==> src/rtl/rsensor_pkg.sv <==
// Shared constants for the ultrasonic range-sensor trigger/echo controller.
// This package also holds the state encodings and the counter-width helper.
package rsensor_pkg;

   localparam logic [2:0] ST_IDLE      = 3'd0;
   localparam logic [2:0] ST_TRIG      = 3'd1;
   localparam logic [2:0] ST_WAIT_RISE = 3'd2;
   localparam logic [2:0] ST_MEASURE   = 3'd3;
   localparam logic [2:0] ST_HOLDOFF   = 3'd4;

   localparam int TRIG_CYCLES_DEF  = 10;
   localparam int RISE_TIMEOUT_DEF = 1000;
   localparam int HOLDOFF_DEF      = 5000;
   localparam int W_DEF            = 16;

   // The shared counter must hold the echo width and every timing terminal count.
   function automatic int cnt_width(input int w, input int trig, input int rise,
                                    input int hold);
      int r;
      r = w;
      if ($clog2(trig + 1) > r) r = $clog2(trig + 1);
      if ($clog2(rise + 1) > r) r = $clog2(rise + 1);
      if ($clog2(hold + 1) > r) r = $clog2(hold + 1);
      return r;
   endfunction

endpackage

==> src/rtl/rsensor_ctrl_sync_2ff.sv <==
// Two-flop synchroniser for a single asynchronous input.
// The flops clear asynchronously while reset is low.
module sync_2ff (
   input  logic in_clk,
   input  logic in_rst_n,
   input  logic in_d,
   output logic out_q
);

   logic r_s1;
   logic r_s2;

   always_ff @(posedge in_clk or negedge in_rst_n) begin
      if (!in_rst_n) begin
         r_s1 <= 1'b0;
         r_s2 <= 1'b0;
      end else begin
         r_s1 <= in_d;
         r_s2 <= r_s1;
      end
   end

   assign out_q = r_s2;

endmodule

==> src/rtl/rsensor_ctrl.sv <==
// Initiator for an ultrasonic range sensor: fires a trigger pulse, times the echo,
// and enforces a hold-off before the next shot. out_state exposes the FSM state.
module rsensor_ctrl
   import rsensor_pkg::*;
#(
   parameter int TRIG_CYCLES  = TRIG_CYCLES_DEF,
   parameter int RISE_TIMEOUT = RISE_TIMEOUT_DEF,
   parameter int HOLDOFF      = HOLDOFF_DEF,
   parameter int W            = W_DEF
) (
   input  logic         in_clk,
   input  logic         in_rst_n,
   input  logic         in_start,
   input  logic         in_auto,
   input  logic         in_echo,
   output logic         out_trig,
   output logic         out_busy,
   output logic         out_valid,
   output logic [W-1:0] out_width,
   output logic         out_timeout,
   output logic [2:0]   out_state
);

   localparam int CW = cnt_width(W, TRIG_CYCLES, RISE_TIMEOUT, HOLDOFF);

   localparam logic [CW-1:0] C_ONE       = CW'(1);
   localparam logic [CW-1:0] C_TRIG_LAST = CW'(TRIG_CYCLES - 1);
   localparam logic [CW-1:0] C_RISE_LAST = CW'(RISE_TIMEOUT - 1);
   localparam logic [CW-1:0] C_HOLD_LAST = CW'(HOLDOFF - 1);
   localparam logic [CW-1:0] C_MAX       = CW'({W{1'b1}});

   logic [2:0]    r_state;
   logic [CW-1:0] r_cnt;
   logic          r_trig;
   logic          r_valid;
   logic [W-1:0]  r_width;
   logic          r_timeout;
   logic          w_echo_s;

   sync_2ff u_sync_echo (
      .in_clk   (in_clk),
      .in_rst_n (in_rst_n),
      .in_d     (in_echo),
      .out_q    (w_echo_s)
   );

   always_ff @(posedge in_clk or negedge in_rst_n) begin
      if (!in_rst_n) begin
         r_state   <= ST_IDLE;
         r_cnt     <= '0;
         r_trig    <= 1'b0;
         r_valid   <= 1'b0;
         r_width   <= '0;
         r_timeout <= 1'b0;
      end else begin
         r_valid <= 1'b0;
         case (r_state)
            ST_IDLE: begin
               if (in_start || in_auto) begin
                  r_state <= ST_TRIG;
                  r_cnt   <= '0;
                  r_trig  <= 1'b1;
               end
            end
            ST_TRIG: begin
               if (r_cnt == C_TRIG_LAST) begin
                  r_state <= ST_WAIT_RISE;
                  r_cnt   <= '0;
                  r_trig  <= 1'b0;
               end else begin
                  r_cnt <= r_cnt + C_ONE;
               end
            end
            ST_WAIT_RISE: begin
               // The sample that sees the rise counts as the first high clock.
               if (w_echo_s) begin
                  r_state <= ST_MEASURE;
                  r_cnt   <= C_ONE;
               end else if (r_cnt == C_RISE_LAST) begin
                  r_state   <= ST_HOLDOFF;
                  r_cnt     <= '0;
                  r_valid   <= 1'b1;
                  r_timeout <= 1'b1;
                  r_width   <= '0;
               end else begin
                  r_cnt <= r_cnt + C_ONE;
               end
            end
            ST_MEASURE: begin
               if (!w_echo_s) begin
                  r_state   <= ST_HOLDOFF;
                  r_cnt     <= '0;
                  r_valid   <= 1'b1;
                  r_timeout <= 1'b0;
                  r_width   <= r_cnt[W-1:0];
               end else if (r_cnt == C_MAX) begin
                  r_state   <= ST_HOLDOFF;
                  r_cnt     <= '0;
                  r_valid   <= 1'b1;
                  r_timeout <= 1'b1;
                  r_width   <= {W{1'b1}};
               end else begin
                  r_cnt <= r_cnt + C_ONE;
               end
            end
            ST_HOLDOFF: begin
               // Count stops at the terminal value so a stuck echo cannot wrap it.
               if ((r_cnt >= C_HOLD_LAST) && !w_echo_s) begin
                  r_state <= ST_IDLE;
                  r_cnt   <= '0;
               end else if (r_cnt < C_HOLD_LAST) begin
                  r_cnt <= r_cnt + C_ONE;
               end
            end
            default: begin
               r_state <= ST_IDLE;
               r_cnt   <= '0;
               r_trig  <= 1'b0;
            end
         endcase
      end
   end

   assign out_trig    = r_trig;
   assign out_busy    = (r_state != ST_IDLE);
   assign out_valid   = r_valid;
   assign out_width   = r_width;
   assign out_timeout = r_timeout;
   assign out_state   = r_state;

endmodule

==> config.mk <==
export PLATFORM = sky130hd
export DESIGN_NAME = rsensor_ctrl
export DESIGN_NICKNAME = d
export VERILOG_FILES = /design/src/rtl/rsensor_pkg.sv /design/src/rtl/rsensor_ctrl_sync_2ff.sv /design/src/rtl/rsensor_ctrl.sv
export SDC_FILE = /design/constraint.sdc
export NUM_CORES = 1
export LEC_CHECK = 0
export ABC_AREA = 0
export CORE_MARGIN = 10
export CORE_UTILIZATION = 51
export CTS_BUF_LIST = sky130_fd_sc_hd__clkbuf_4 sky130_fd_sc_hd__clkbuf_8
export CTS_CLUSTER_SIZE = 10
export DETAILED_ROUTE_END_ITERATION = 10
export PLACE_DENSITY = 0.89
export SYNTH_ARGS = -nofsm -noshare
export SYNTH_HDL_FRONTEND = slang
export SYNTH_SLANG_ARGS = --single-unit
==> constraint.sdc <==
create_clock -name in_clk -period 2.8 [get_ports in_clk]
set_input_delay 0.84 -clock in_clk [delete_from_list [all_inputs] [get_ports in_clk]]
set_output_delay 0.84 -clock in_clk [all_outputs]
set_load 0.01 [all_outputs]
==> impl_metrics.ini <==
[floorplan]
start_util = 0.5205
fp-row-count = 23
dieArea_um2 = 6999
coreArea_um2 = 3971
io_pins = 28
die_h_um = 83.66
fp.dieW_um = 83.66

[logic_synthesis]
yosys_warnings = 0
ys_ff_latch = 40
netlist-cell-type-count = 44
syn-num-nets = 220
synth-seq-area-share = 0.4843
ys.flop_type = dfrtp_1
synthCells = 213
netlist_area_um2 = 2067
syn_area_per_cell_um2 = 9.704
synth_edf_count = 0
synthArstFlopShare = 1.000

[timing]
hold_viol = 0
slew_violations = 0
timing.hold.ws_ns = 0.3639
timing.final.ws_setup_ns = 0.2142
min_period_ns = 2.586
skew_ns = 0.006858
slew_headroom = 0.4056
tightest_slew_ns = 0.8916
finalCritPeriodShare = 0.9235
fin_tns_setup_ns = 0
finalSetupViolCount = 0
rsz0062_at_grt = false
fmax_mhz = 386.7

[critical_path]
arrival_ns = 2.77
crit_required_ns = 2.98
endpoint_kind = register
critPathKind = reg2reg
crit_chain = or3_1, nor4_1, a31oi_1, nor4_4, buf_4, o21ai_0, a22o_1
crit_path_start_kind = register
worstPathMaxFanout = 7
timing.rr.start = r_cnt[13]$_DFFE_PN0P_
critPathSlowestCell = dfrtp_1
max_stage_delay_ns = 0.47
crit_start = r_cnt[13]$_DFFE_PN0P_
reg2reg_slack_ns = 0.21

[clock_tree]
tritoncts = yes
clockRootBuffer = clkbuf_8
htreeDepth = 2
clk_pin_slew_ns = 0.08
clockBufferDepth = 2
cts.sink_count = 40
cts_buffers = 5
insertion_delay_ns = 0.30

[placement]
hpwl_um = 3692
io_buffers = 27
post-place-ws_ns = 0.1861
gp_congestion = 0.9626
dpl.cell_count = 294

[final_layout]
final_common_cell = dfrtp_1
drive_above_1_share = 0.1270
fin_nets = 258
num_antenna_cells = 0
area_growth_pct = 24.33
layout_common_cells = dfrtp_1 (40), nor2_1 (31), clkdlybuf4s50_1 (26)
fin_cells = 302

[detailed_routing]
remaining_drc_errors = 0
drt_wl_total_um = 5343
wl_per_cell_um = 17.69
firstDrtPassIters = 4
drt_iter0_drc = 174
viasPerCell = 6.043
drtAntennaViolNets = 0
num_vias = 1825

[global_routing]
grt_pass1_vias = 1858
grt_pass1_wl_um = 9232
grt_max_degree = 41
track_usage = 0.1570
antenna_found_initial = 0
overflow = 0

[hold_path]
hp-start = u_sync_echo.r_s1$_DFF_PN0_
hold_class = reg2reg

[pwr]
p_leak_nw = 1.149
p_comb_frac = 0.475
irDropWorstVdd_v = 0.0007027
power_frac_clock = 0.184
switchingPower_w = 0.0009212
pwr-share-seq = 0.341
internal-power_w = 0.001631
power_density_nw_per_um2 = 993.2
p_sw_frac = 0.3609

[run]
maxCapViolCount = 0

[run_status]
outcome = complete, no violations
## routing by layer
metal	global-route usage	vias to the layer above	wire length, µm
met5	0	-	0
met4	0.06088	0	96
met3	0.04004	12	346
met2	0.2446	75	2444
met1	0.2021	873	2455
li1	-	865	-
## cells by family (layout without fill, tap and decap cells)
logic type,count (synthesis),count (layout),synth area share
AND/OR/NAND/NOR,87,87,0.2228
AO/OA/AOI/OAI,65,65,0.2409
flip-flops,40,40,0.4843
buffers and inverters,19,58,0.03995
adder cells (fa/ha/maj),2,2,0.01210
## final timing paths
check	to	cells after the start
setup / recovery	r_cnt[7]$_DFFE_PN0P_	7
hold / removal	u_sync_echo.out_q$_DFF_PN0_	0
setup reg to reg	r_cnt[7]$_DFFE_PN0P_	7
hold reg to reg	u_sync_echo.out_q$_DFF_PN0_	0
max in group asynchronous	r_cnt[1]$_DFFE_PN0P_	1
min in group asynchronous	r_cnt[6]$_DFFE_PN0P_	1
## sequential cells by signal, summed over array words and instances, names as in the netlist
signal             cells
out_state              3
out_timeout            1
out_trig               1
out_valid              1
out_width             16
r_cnt                 16
u_sync_echo.out_q      1
u_sync_echo.r_s1       1
## stage by stage
| stage | total power [W] | utilization | cell area, µm² |
|---|---|---|---|
| 2_1_floorplan | 0.001531 | - | 2067 |
| 3_3_place_gp | 0.002051 | 0.6191 | 2459 |
| 3_5_place_dp | 0.002085 | 0.6191 | 2459 |
| 4_1_cts | 0.002570 | 0.6471 | 2570 |
| 5_1_grt | 0.002721 | 0.6471 | 2570 |
| 6_report | 0.002552 | 0.6471 | 2570 |
## timing repair
action                                  CTS  global route
hold buffers                              0             0
endpoints found under the setup margin    0             5
resized for setup                         0             0
setup buffers                             0             0
## power groups by stage
stage | clock, W | combinational, W | sequential, W
6_report | 0.000470 | 0.00121 | 0.000869
5_1_grt | 0.000499 | 0.00133 | 0.000893
4_1_cts | 0.000475 | 0.00123 | 0.000870
3_5_place_dp | 0 | 0.00121 | 0.000879
3_3_place_gp | 0 | 0.00118 | 0.000869
2_1_floorplan | 0 | 0.000607 | 0.000923
## critical path, delay by kind of cell, from the launching register on
family | cells | cell delay (ns)
AND/OR/NAND/NOR | 3 | 1.18
AO/OA/AOI/OAI | 3 | 0.61
flip-flops | 1 | 0.47
buffers and inverters | 1 | 0.21
## cell type report
type,count,area (µm²)
clock buffer,5,68.82
multi-input combinational,154,983.4
clock inverter,3,42.54
tap,50,62.56
sequential,40,1001
fill,341,1401
inverter,7,26.28
timing repair buffer,43,385.4
## Yosys cell counts, types with 3 or more instances
cell        n  area, µm²
nand3_1     7      35.03
nor3b_1     3      22.52
clkbuf_1    6      22.52
a21oi_1     4      20.02
nor2b_1     6      37.54
nor3_1      9      45.04
a22o_1      9      78.83
a31oi_1     3      18.77
dfrtp_1    40       1001
inv_1       7      26.28
and3_1      4      25.02
nor2_1     31      116.4
o2bb2ai_1  17      148.9
a221o_1     3      30.03
buf_2       3      15.01
o21ai_0    15      75.07
nand2_1    10      37.54
nor4_1      3      18.77
Power figures use the tool's default switching activity.
